### src/rtl/key_search_pkg.sv
// Shared types for the RC4 key-space dispatcher.
// Top-level sweep states and per-core lane states.
package key_search_pkg;

    typedef enum logic [1:0] {
        IDLE,
        SEARCH,
        STOP,
        DONE
    } top_state_t;

    typedef enum logic [1:0] {
        LANE_IDLE,
        LANE_RUN,
        LANE_DRAIN
    } lane_state_t;

endpackage

### src/rtl/dispatch_lane.sv
// One dispatcher lane: owns a decoder core's key counter,
// drives its start/key, and turns its verdict into a hit pulse.
module dispatch_lane
    import key_search_pkg::*;
#(
    parameter int          KEY_BITS  = 24,
    parameter int          NUM_CORES = 4,
    parameter int          LANE      = 0,
    parameter int unsigned KEY_MAX   = 32'h3F_FFFF
) (
    input  logic                clk,
    input  logic                reset,
    input  logic                load_i,
    input  logic                issue_en_i,
    input  logic                core_finish_i,
    input  logic                core_key_valid_i,
    output logic                core_start_o,
    output logic [KEY_BITS-1:0] core_key_o,
    output logic                hit_o,
    output logic                idle_o,
    output logic                spent_o
);

    localparam int CW = KEY_BITS + 1;

    // One spare bit so stepping past KEY_MAX never wraps.
    localparam logic [CW-1:0] LIMIT   = CW'(KEY_MAX);
    localparam logic [CW-1:0] FIRST   = CW'(LANE);
    localparam logic [CW-1:0] STEP    = CW'(NUM_CORES);

    lane_state_t         state_q;
    lane_state_t         state_d;
    logic [CW-1:0]       cnt_q;
    logic [CW-1:0]       cnt_d;
    logic [KEY_BITS-1:0] key_q;
    logic [KEY_BITS-1:0] key_d;
    logic                start_q;
    logic                start_d;
    logic                can_issue;

    assign can_issue = issue_en_i && (cnt_q <= LIMIT);

    always_ff @(posedge clk or posedge reset) begin
        if (reset) begin
            state_q <= LANE_IDLE;
            cnt_q   <= '0;
            key_q   <= '0;
            start_q <= 1'b0;
        end else begin
            state_q <= state_d;
            cnt_q   <= cnt_d;
            key_q   <= key_d;
            start_q <= start_d;
        end
    end

    always_comb begin
        state_d = state_q;
        unique case (state_q)
            LANE_IDLE: begin
                if (can_issue) begin
                    state_d = LANE_RUN;
                end
            end
            LANE_RUN: begin
                if (core_finish_i) begin
                    state_d = LANE_DRAIN;
                end
            end
            LANE_DRAIN: begin
                if (!core_finish_i) begin
                    state_d = LANE_IDLE;
                end
            end
            default: begin
                state_d = LANE_IDLE;
            end
        endcase
    end

    always_comb begin
        cnt_d   = cnt_q;
        key_d   = key_q;
        start_d = start_q;
        hit_o   = 1'b0;
        unique case (state_q)
            LANE_IDLE: begin
                if (can_issue) begin
                    key_d   = cnt_q[KEY_BITS-1:0];
                    start_d = 1'b1;
                end
            end
            LANE_RUN: begin
                if (core_finish_i) begin
                    hit_o   = core_key_valid_i;
                    start_d = 1'b0;
                    cnt_d   = cnt_q + STEP;
                end
            end
            default: begin
                start_d = 1'b0;
            end
        endcase
        if (load_i) begin
            cnt_d = FIRST;
        end
    end

    assign core_start_o = start_q;
    assign core_key_o   = key_q;
    assign idle_o       = (state_q == LANE_IDLE);
    assign spent_o      = (cnt_q > LIMIT);

endmodule

### src/rtl/key_search_dispatcher.sv
// Sweeps the RC4 key space across NUM_CORES decoder cores and
// reports the first valid key, or exhaustion, to the UI.
module key_search_dispatcher
    import key_search_pkg::*;
#(
    parameter int          NUM_CORES = 4,
    parameter int          KEY_BITS  = 24,
    parameter int unsigned KEY_MAX   = 32'h3F_FFFF
) (
    input  logic                          clk,
    input  logic                          reset,
    input  logic                          search_start,
    input  logic [NUM_CORES-1:0]          core_finish,
    input  logic [NUM_CORES-1:0]          core_key_valid,
    output logic [NUM_CORES-1:0]          core_start,
    output logic [NUM_CORES*KEY_BITS-1:0] core_key,
    output logic                          busy,
    output logic                          done,
    output logic                          found,
    output logic [KEY_BITS-1:0]           found_key
);

    top_state_t          state_q;
    top_state_t          state_d;
    logic                found_q;
    logic                found_d;
    logic [KEY_BITS-1:0] found_key_q;
    logic [KEY_BITS-1:0] found_key_d;

    logic [NUM_CORES-1:0] hit;
    logic [NUM_CORES-1:0] idle;
    logic [NUM_CORES-1:0] spent;
    logic [KEY_BITS-1:0]  lane_key [NUM_CORES];
    logic [KEY_BITS-1:0]  win_key;

    logic any_hit;
    logic all_idle;
    logic exhausted;
    logic load;
    logic issue_en;

    assign any_hit   = |hit;
    assign all_idle  = &idle;
    assign exhausted = all_idle && (&spent);
    assign load      = search_start
                    && ((state_q == IDLE) || (state_q == DONE));

    // Gating on any_hit keeps idle lanes from issuing in the stop cycle.
    assign issue_en  = (state_q == SEARCH) && !any_hit;

    for (genvar g = 0; g < NUM_CORES; g++) begin : g_lane
        dispatch_lane #(
            .KEY_BITS  (KEY_BITS),
            .NUM_CORES (NUM_CORES),
            .LANE      (g),
            .KEY_MAX   (KEY_MAX)
        ) u_lane (
            .clk              (clk),
            .reset            (reset),
            .load_i           (load),
            .issue_en_i       (issue_en),
            .core_finish_i    (core_finish[g]),
            .core_key_valid_i (core_key_valid[g]),
            .core_start_o     (core_start[g]),
            .core_key_o       (lane_key[g]),
            .hit_o            (hit[g]),
            .idle_o           (idle[g]),
            .spent_o          (spent[g])
        );

        assign core_key[g*KEY_BITS +: KEY_BITS] = lane_key[g];
    end

    // Lowest-index hitting lane wins.
    always_comb begin
        win_key = '0;
        for (int i = NUM_CORES - 1; i >= 0; i--) begin
            if (hit[i]) begin
                win_key = lane_key[i];
            end
        end
    end

    always_ff @(posedge clk or posedge reset) begin
        if (reset) begin
            state_q     <= IDLE;
            found_q     <= 1'b0;
            found_key_q <= '0;
        end else begin
            state_q     <= state_d;
            found_q     <= found_d;
            found_key_q <= found_key_d;
        end
    end

    always_comb begin
        state_d = state_q;
        unique case (state_q)
            IDLE: begin
                if (search_start) begin
                    state_d = SEARCH;
                end
            end
            SEARCH: begin
                if (any_hit || exhausted) begin
                    state_d = STOP;
                end
            end
            STOP: begin
                if (all_idle) begin
                    state_d = DONE;
                end
            end
            DONE: begin
                if (search_start) begin
                    state_d = SEARCH;
                end
            end
            default: begin
                state_d = IDLE;
            end
        endcase
    end

    always_comb begin
        found_d     = found_q;
        found_key_d = found_key_q;
        if (load) begin
            found_d     = 1'b0;
            found_key_d = '0;
        end else if ((state_q == SEARCH) && any_hit) begin
            found_d     = 1'b1;
            found_key_d = win_key;
        end
    end

    assign busy      = (state_q == SEARCH) || (state_q == STOP);
    assign done      = (state_q == DONE);
    assign found     = found_q;
    assign found_key = found_key_q;

endmodule

### config.mk
export PLATFORM = sky130hd
export DESIGN_NAME = key_search_dispatcher
export DESIGN_NICKNAME = d
export VERILOG_FILES = /design/src/rtl/key_search_pkg.sv /design/src/rtl/dispatch_lane.sv /design/src/rtl/key_search_dispatcher.sv
export SDC_FILE = /design/constraint.sdc
export NUM_CORES = 1
export LEC_CHECK = 0
export BUFFER_PORTS_ARGS = -buffer_cell sky130_fd_sc_hd__buf_2
export CAP_MARGIN = 15
export CELL_PAD_IN_SITES_DETAIL_PLACEMENT = 1
export CELL_PAD_IN_SITES_GLOBAL_PLACEMENT = 1
export CORE_AREA = 2 2 122 183
export DETAILED_ROUTE_END_ITERATION = 16
export DIE_AREA = 0 0 124 185
export PLACE_DENSITY = 0.85
export SETUP_SLACK_MARGIN = 0.1
export SLEW_MARGIN = 20
export SYNTH_ARGS = -nofsm -noshare
export SYNTH_HDL_FRONTEND = slang
export SYNTH_SLANG_ARGS = --single-unit
### constraint.sdc
create_clock -name clk -period 14.1 [get_ports clk]
set_clock_uncertainty 0.05 [all_clocks]
set_input_delay 0.705 -clock clk [delete_from_list [all_inputs] [get_ports clk]]
set_output_delay 0.705 -clock clk [all_outputs]
set_load 0.01 [all_outputs]
# Word-level counts from Yosys, hierarchy flattened
# Index checks and enable logic that the tools add are counted.
# totals
ff_bits	235
word_cells	164
# op_classes
n_addsub	4
magnitude_cmp	8
eq_ne	26
muxes	60
reduce_logical	47
# op_table
cell	count
$mux W25	12
$mux W24	6
$add A25 B3 Y25 const B	4
$gt A25 B22 Y1 const B	4
$le A25 B22 Y1 const B	4
$mux W2	15
$pmux W2 S3	5
$ne A2 B2 Y1 const B	14
$reduce_and A2 Y1	12
$mux W1	18
$reduce_bool A2 Y1	9
$reduce_and A3 Y1	5
$eq A2 B2 Y1 const B	6
$eq A2 B1 Y1 const B	5
$logic_not A2 Y1	5
$logic_and A1 B1 Y1	8
$pmux W1 S2	4
$reduce_and A4 Y1	2
$reduce_or A4 Y1	1
$logic_or A1 B1 Y1	3
$ne A2 B1 Y1 const B	1
$reduce_or A2 Y1	1
$logic_not A1 Y1	1

# Depth between registers and ports, before layout
# Gate-level depths: netlist (run 1).
# logic_depth
depth_word	8
depth_mapped	8
mapped_depth_nobuf	7

# By module
# A second synthesis (run 1) with hierarchy kept.
# unflattened
cells_unflattened	1004
area_unflattened_um2	11076.9
# by_module_without_submodules
module	n_inst	cells_per_inst	area_each_um2	seq_area_each_um2
dispatch_lane at g_lane[3].u_lane	1	205	2302.2	1251.2
dispatch_lane at g_lane[1].u_lane	1	194	2223.4	1251.2
dispatch_lane at g_lane[2].u_lane	1	194	2215.9	1251.2
dispatch_lane at g_lane[0].u_lane	1	192	2208.4	1201.2
key_search_dispatcher	1	219	2127.0	675.6

# Least setup slack after synthesis (run 1)
# OpenSTA, ideal clock, no wires.
# synth_timing
kind	input -> register
startpoint	input port core_finish[0]
endpoint	register g_lane[3].u_lane.key_q[16]
setup_ps	127
arrival_ps	2418
required_time_ps	13923
setup_slack_ps	11505
stages	7
cell_sequence	and4b_1 buf_2 nor4_4 nand2_2 nor4_4 buf_6 mux2_1
# synth_via
elab_chain_len	7
# synth_lines
element	line	text
start, declared	key_search_dispatcher.sv:13	input logic [NUM_CORES-1:0] core_finish,
$mux W1	dispatch_lane.sv:94	if (core_finish_i) begin
$mux W1	dispatch_lane.sv:86	unique case (state_q)
$reduce_or A4 Y1	key_search_dispatcher.sv:42	assign any_hit = |hit;
$logic_not A1 Y1	key_search_dispatcher.sv:49	assign issue_en = (state_q == SEARCH) && !any_hit;
$logic_and A1 B1 Y1	key_search_dispatcher.sv:49	
$logic_and A1 B1 Y1	dispatch_lane.sv:41	assign can_issue = issue_en_i && (cnt_q <= LIMIT);
$reduce_and A2 Y1 (no line)	-	
end signal, assigned	dispatch_lane.sv:52	key_q <= key_d;
end, declared	dispatch_lane.sv:35	logic [KEY_BITS-1:0] key_q;
# No other way between the ends.
# A chain may end at the register's enable or synchronous reset.

# Final worst setup path (run 1)
# layout_timing
startpoint	register g_lane[0].u_lane.state_q[1]
endpoint	register g_lane[3].u_lane.key_q[20]
# layout_via
elab_chain_len	7
# layout_lines
element	line	text
start, declared	dispatch_lane.sv:31	lane_state_t state_q;
start signal, assigned	dispatch_lane.sv:50	state_q <= state_d;
$eq A2 B1 Y1	dispatch_lane.sv:86	
$mux W1	dispatch_lane.sv:86	
$reduce_or A4 Y1	key_search_dispatcher.sv:42	
$logic_not A1 Y1	key_search_dispatcher.sv:49	
$logic_and A1 B1 Y1	key_search_dispatcher.sv:49	
$logic_and A1 B1 Y1	dispatch_lane.sv:41	
$reduce_and A2 Y1 (no line)	-	
# No other way between the ends.

==> results of run 1 <==
-- logic make-up (layout without fill, tap and decap cells) --
| family | count (synthesis) | count (layout) | share of synthesized area, % |
|---|---|---|---|
| buf+inv | 64 | 189 | 2.95 |
| flops | 225 | 225 | 54.5 |
| xor+xnor | 77 | 77 | 6.52 |
| mux | 109 | 109 | 11.6 |
| fa+ha+maj | 8 | 8 | 0.968 |
| other cells | 1 | 4 | 0.0363 |
| compound gates | 135 | 135 | 7.86 |
| simple gates | 302 | 302 | 15.6 |
-- sequential cells by signal, summed over array words and instances, names as in the netlist --
signal and cells:
g_lane.u_lane.cnt_q 95, g_lane.u_lane.core_key_o 91, found_key 24, g_lane.u_lane.state_q 8, g_lane.u_lane.core_start_o 4, state_q 2, found 1
-- report_power, final --
part	total [mW]	leakage, nW	internal (mW)	switching [mW]
Clock	0.603	0.355	0.348	0.255
Combinational	0.362	2.44	0.121	0.241
Sequential	0.737	3.09	0.685	0.0524
-- per-layer routing --
| layer | up-vias | share of wire [%] | wire length [µm] | global-route usage, % |
|---|---|---|---|---|
| li1 | 3444 | - | - | - |
| met1 | 4077 | 40 | 12400 | 34.9 |
| met2 | 222 | 49 | 15200 | 45.8 |
| met3 | 77 | 4.0 | 1230 | 2.96 |
| met4 | 0 | 6.9 | 2140 | 16.7 |
| met5 | - | 0 | 0 | 0 |
-- cell usage after synthesis (all sizes together) (3+ instances only) --
cell type	instances	area, µm²
dfrtp	225	5630
nor2	98	368
mux2	84	946
o21ai	59	295
xor2	46	403
nand2	41	156
a21oi	36	180
xnor2	31	272
clkbuf	30	113
nand3	30	165
mux2i	25	250
nand4	24	150
o2bb2ai	23	201
buf	22	148
nor3	14	70.1
and2	13	81.3
and4	12	105
inv	12	45.0
nand2b	12	75.1
nor4	11	98.8
or3	11	68.8
and3	10	62.6
ha	8	100
and4b	7	70.1
nand4b	5	43.8
a221oi	4	35.0
nor3b	4	30.0
a21boi	3	22.5
nor2b	3	18.8
-- layout make-up --
| cell class | instances | area [µm²] |
|---|---|---|
| Sequential cell | 225 | 5630 |
| Clock buffer | 34 | 677 |
| Clock inverter | 4 | 47.5 |
| Fill cell | 2363 | 9590 |
| Tap cell | 272 | 340 |
| Inverter | 12 | 52.6 |
| Multi-Input combinational cell | 635 | 4420 |
| Timing Repair Buffer | 139 | 714 |
-- per-stage QoR --
stage	instances	utilization, %
after detailed placement	1283	51.9
after floorplan	924	-
after global placement	1283	51.9
final	1321	55.4
after CTS	1321	55.3
after global routing	1321	55.4
-- worst paths after layout --
| kind | startpoint | end | slack (ns) | cells after the start |
|---|---|---|---|---|
| max in group asynchronous | reset | g_lane[2].u_lane.cnt_q[5]$_DFFE_PP0P_ | 12.22 | 3 |
| min in group clk | core_finish[0] | g_lane[0].u_lane.core_start_o$_DFFE_PP0P_ | 0.41 | 2 |
| worst min-delay path | reset | g_lane[3].u_lane.cnt_q[18]$_DFFE_PP0P_ | 0.30 | 2 |
| worst min register to register | g_lane[1].u_lane.cnt_q[0]$_DFFE_PP0P_ | g_lane[1].u_lane.cnt_q[0]$_DFFE_PP0P_ | 0.43 | 1 |
| worst max-delay path | g_lane[0].u_lane.state_q[1]$_DFFE_PP0P_ | g_lane[3].u_lane.core_key_o[20]$_DFFE_PP0P_ | 10.91 | 6 |
| worst max register to register | g_lane[0].u_lane.state_q[1]$_DFFE_PP0P_ | g_lane[3].u_lane.core_key_o[20]$_DFFE_PP0P_ | 10.91 | 6 |
==> metrics.md, run 1 <==
| Metric | Value |
|---|---|
| Worst hold path type | input port to asynchronous set/reset pin |
| GRT Overall Usage | between 20% and 30% |
| EDFF count, synth | 0 |
| First-pass GRT wire length | a little under 50000 µm |
| CTS tree | yes |
| Slew margin rel. | between 20% and 30% |
| Design area | 0.0119 mm² |
| Vias per std cell | 5.92 |
| Core ar. | between 0.02 and 0.025 mm² |
| Lkg Pwr | approximately 5.9 nW |
| Setup TNS | 0 ns |
| Net count, final | approximately 1100 |
| RSZ-0062 raised after global routing | false |
| Type of the worst setup path | flop to flop |
| Initial Util | between 40% and 50% |
| I/O pin count | approximately 140 |
| Initial antenna violation count | 0 |
| Cts bufs inserted | 22 |
| Post-route ant nets | 0 |
| Row count | between 60 and 70 |
| Vias in the first global route | approximately 8300 |
| ANT cells | 0 |
| Startpoint Class | flop |
| Most common cell after layout, fill and taps aside | dfrtp_1 |
| Die height | 185 µm |
| Synth warn | 0 |
| Die span in x | around 120 µm |
| Area after DPL | approximately 0.011 mm² |
| Gates resized, CTS repair | 0 |
| Commonest non-fill, non-tap cells in the layout | dfrtp_1, buf_2, nor2_1 |
| CP dominant cell by count | nor4_4 |
| WL/cell | 23.4 µm |
| Worst-case clock buffer depth | 3 |
| Highest-delay cell along the critical path | nor4_4 |
| CTS Sinks | 225 |
| Seq/Total Area, Yosys | a little over half |
| Crit-path max FO | 24 |
| Fmax | between 300 and 400 MHz |
| Crit share post-route | between 20% and 30% |
| # Max-Cap Violations | 0 |
| Least-Margin Pin Slew | 1.07 ns |
| VDD IR max | between 0.1 and 0.15 mV |
| Worst path required time | 14.45 ns |
| Crit path cell chain | and4b_1, nor4_4, nand2_2, nor4_4, buf_4, mux2_2 |
| Share of cells above drive strength 1 | 24.1% |
| Synth Flop Type | dfrtp_1 |
| Synth Instances | 921 |
| H-tree levels | 1 |
| Crit path buffers/inverters | 1 |
| Minimum clock period | around 3.2 ns |
| Die area | 0.0229 mm² |
| PD cells | approximately 140 mW/mm² |
| Worst hold slack | ~0.3 ns |
| Worst path arrival time | 3.54 ns |
| #FFs+latches synth | between 200 and 250 |
| Delay-heaviest family, CP | simple AND/OR/NAND/NOR gates |
| Synthesized area | around 0.010 mm² |
| Largest net degree at the start of global routing | between 100 and 150 |
| Post-place setup slack | 10.59 ns |
| Root buf cell | clkbuf_16 |
| CP peak stage delay | a little over 0.7 ns |
| Final count of negative-setup-slack endpoints | 0 |
| Clk_lat worst skew | roughly 0.52 ns |
| Hpwl dp | roughly 21000 µm |
| Status | finished clean |
| DR DRC count | 0 |
| Final Power | roughly 1.7 mW |
| Worst Setup End Kind | flop |
| Cell variety after synth | 51 |
| Hold Buf Count CTS | 0 |
| Syn Area/Cell | roughly 11 µm² |
| Total grt overflow | 0 |
| Layout area overhead | 15.0% |
| Fraction of registers with async set/reset | 100% |
| Final hold violation count | 0 |
| Worst-path clk slew | 0.07 ns |
| Port Buf Inserts | roughly 130 |
| PnR worst setup slack | around 11 ns |
| GPL Wtd Cong | 0.848 |
| Slew Limit Fails | 0 |
| Post CTS Setup Buffer Count | 0 |
| Routed wire length | between 30000 and 40000 µm |
| Iter 0 DRT Violations | approximately 570 |
| Pre-antenna DRT Iters | 5 |
| Via count | 7820 |
(Power assumes the default switching activity.)
==> run 2: changes to the inputs <==
--- a/config.mk
+++ b/config.mk
@@ -9,10 +9,10 @@
 export CAP_MARGIN = 15
 export CELL_PAD_IN_SITES_DETAIL_PLACEMENT = 1
 export CELL_PAD_IN_SITES_GLOBAL_PLACEMENT = 1
-export CORE_AREA = 2 2 122 183
+export CORE_AREA = 2 2 126 189
 export DETAILED_ROUTE_END_ITERATION = 16
-export DIE_AREA = 0 0 124 185
-export PLACE_DENSITY = 0.85
+export DIE_AREA = 0 0 128 191
+export PLACE_DENSITY = 0.81
 export SETUP_SLACK_MARGIN = 0.1
 export SLEW_MARGIN = 20
 export SYNTH_ARGS = -nofsm -noshare
==> constraint.sdc (replaced) <==
create_clock -name clk -period 3.2 [get_ports clk]
set_clock_uncertainty 0.05 [all_clocks]
set_input_delay 0.16 -clock clk [delete_from_list [all_inputs] [get_ports clk]]
set_output_delay 0.16 -clock clk [all_outputs]
set_load 0.01 [all_outputs]
==> run 2 against run 1 <==
- sequential share of layout area shrank 0.46 points
- clock power grew to 4.1 times the previous value
- cell count grew 2.0%
- global-route usage shrank 2.8 points
- via count shrank 1.4%
- flip-flop and latch count is the same
- total power grew to 4.3 times the previous value
- largest cell class unchanged
- largest power group unchanged
- highest routed layer unchanged
==> metrics.md, run 2 (synthesized netlist as in run 1, its figures left out) <==
| Metric | Value |
|---|---|
| Sequential power share | between 40% and 50% |
| Crit-path max FO | 15 |
| Status | finished clean |
| Minimum clock period | roughly 2.4 ns |
| Type of the worst setup path | flop to flop |
| Worst path arrival time | between 2 and 3 ns |
| Via count | approximately 7700 |
| Setup TNS | 0 ns |
| Least-Margin Pin Slew | a little under 0.8 ns |
| Post-place setup slack | between 0.8 and 0.9 ns |
| Iter 0 DRT Violations | roughly 550 |
| Layout area overhead | 16.1% |
| Int Power | about 5.0 mW |
| DR DRC count | 0 |
| Share of cells above drive strength 1 | between 20% and 30% |
| Reg2Reg Depth | 6 |
| Worst hold path type | input port to asynchronous set/reset pin |
| Switching Fraction | about a third |
| Vias per std cell | approximately 5.7 |
| Die area | around 0.024 mm² |
| Final count of negative-setup-slack endpoints | 0 |
| Row count | just under 70 |
| Worst R2R Setup Slack | around 0.79 ns |
| Initial antenna violation count | 1 |
| H-tree levels | 1 |
| ANT cells | 0 |
| Reg-to-reg startpoint | g_lane[1].u_lane.state_q[1]$_DFFE_PP0P_ |
| WL/cell | between 20 and 25 µm |
| CTS Sinks | between 200 and 250 |
| Pre-antenna DRT Iters | 4 |
| GPL Wtd Cong | roughly 0.85 |
| Slew Limit Fails | 0 |
| Design area | 0.0120 mm² |
| I/O pin count | ~140 |
| # Max-Cap Violations | 0 |
| Slew margin rel. | between 40% and 50% |
| GRT Overall Usage | about a quarter |
| CP peak stage delay | between 0.4 and 0.5 ns |
| PnR worst setup slack | approximately 0.79 ns |
| Total grt overflow | 0 |
| RSZ-0062 raised after global routing | false |
| Crit path cell chain | and4b_1, nor4_4, nand2_2, nor4_4, buf_4, mux2_1 |
| Hpwl dp | between 20000 and 25000 µm |
| Initial Util | 45.3% |
| Final hold violation count | 0 |
| Root buf cell | clkbuf_16 |
| Worst Setup SP | g_lane[1].u_lane.state_q[1]$_DFFE_PP0P_ |
| Net Sw Power | around 2.4 mW |
| Clk_lat worst skew | between 0.5 and 0.6 ns |
| Most common cell after layout, fill and taps aside | dfrtp_1 |
| Vias in the first global route | 8341 |
| Post-layout util | a little over half |
| CTS tree | yes |
| Die span in x | ~130 µm |
| Cts bufs inserted | 23 |
| First-pass GRT wire length | about 47000 µm |
| Number of flip-flops in the largest register | 95 |
| Routed wire length | between 30000 and 40000 µm |
| Fmax | 415 MHz |
| Worst path required time | between 3 and 4 ns |
| DP Cell Count | around 1300 |
| Lkg Pwr | 5.94 nW |
| Clock group share of total power | 33.7% |
| Area after DPL | 0.0113 mm² |
| Core ar. | about 0.023 mm² |
| Startpoint Class | flop |
| Die height | 191 µm |
| Post-route ant nets | 0 |
| VDD IR max | between 0.3 and 0.4 mV |
| Crit share post-route | between 70% and 80% |
| PD cells | between 600 and 700 mW/mm² |
| Worst-path clk slew | ~0.060 ns |
| Non-filler instance count after layout | between 1000 and 1500 |
| Worst Setup End Kind | flop |
| Commonest non-fill, non-tap cells in the layout | dfrtp_1, buf_2, nor2_1 |
| Worst-case clock buffer depth | 3 |
| Gate power share | between 20 and 25% |
| Reg with most FFs | g_lane.u_lane.cnt_q |
| Largest net degree at the start of global routing | between 100 and 150 |
| Highest-delay cell along the critical path | dfrtp_1 |
| CP dominant cell by count | nor4_4 |
| Net count, final | ~1100 |
| Port Buf Inserts | 133 |
-- run 2: layout make-up --
cell class,instances,area (µm²)
clock buffers,35,641
clock inverters,3,25.0
fillers,2509,10800
inverters,12,48.8
multi-input cells,635,4410
flip-flops and latches,225,5630
well taps,280,350
repair buffers,158,893
-- run 2: power by group through the flow --
| stage | Clock, mW | Combinational, mW | Sequential, mW |
|---|---|---|---|
| CTS | 2.53 | 1.65 | 3.24 |
| detailed placement | 0 | 1.63 | 3.29 |
| global placement | 0 | 1.59 | 3.28 |
| finish | 2.49 | 1.65 | 3.25 |
| global route | 2.65 | 1.80 | 3.27 |
| floorplan | 0 | 1.20 | 3.22 |
-- run 2: what timing repair did --
item | CTS | global route
buffers inserted | 0 | 0
endpoints found under the hold margin | 28 | 0
gates resized for setup | 0 | 0
hold buffers | 6 | 0
-- run 2: worst paths after layout --
check                                                                    to
max in group asynchronous         g_lane[2].u_lane.core_start_o$_DFFE_PP0P_
worst max-delay path            g_lane[3].u_lane.core_key_o[14]$_DFFE_PP0P_
min in group clk                                  found_key[23]$_DFFE_PP0P_
worst max register to register  g_lane[3].u_lane.core_key_o[14]$_DFFE_PP0P_
worst min-delay path                 g_lane[1].u_lane.cnt_q[18]$_DFFE_PP0P_
worst min register to register        g_lane[1].u_lane.cnt_q[0]$_DFFE_PP0P_
-- run 2: routing by layer --
layer  vias to the layer above  GRT usage (%)  wire length (µm)
met5                         -              0                 0
met4                         0           12.0              1670
met3                        64           2.71              1170
met2                       173           42.2             15000
met1                      3967           32.0             12300
li1                       3504              -                 -
-- run 2: worst max-delay path: cells and delay by family (launching register included) --
kind | cells | cell delay [ns]
DFF | 1 | 0.46
muxes | 1 | 0.36
buffers and inverters | 1 | 0.29
and+or+nand+nor | 4 | 1.10
-- run 2: per-stage QoR --
step,total power [mW],hold slack [ns]
final,7.38,0.161
after floorplan,4.42,0.217
after global placement,4.87,0.165
after global routing,7.72,0.205
after CTS,7.43,0.179
after detailed placement,4.93,0.172
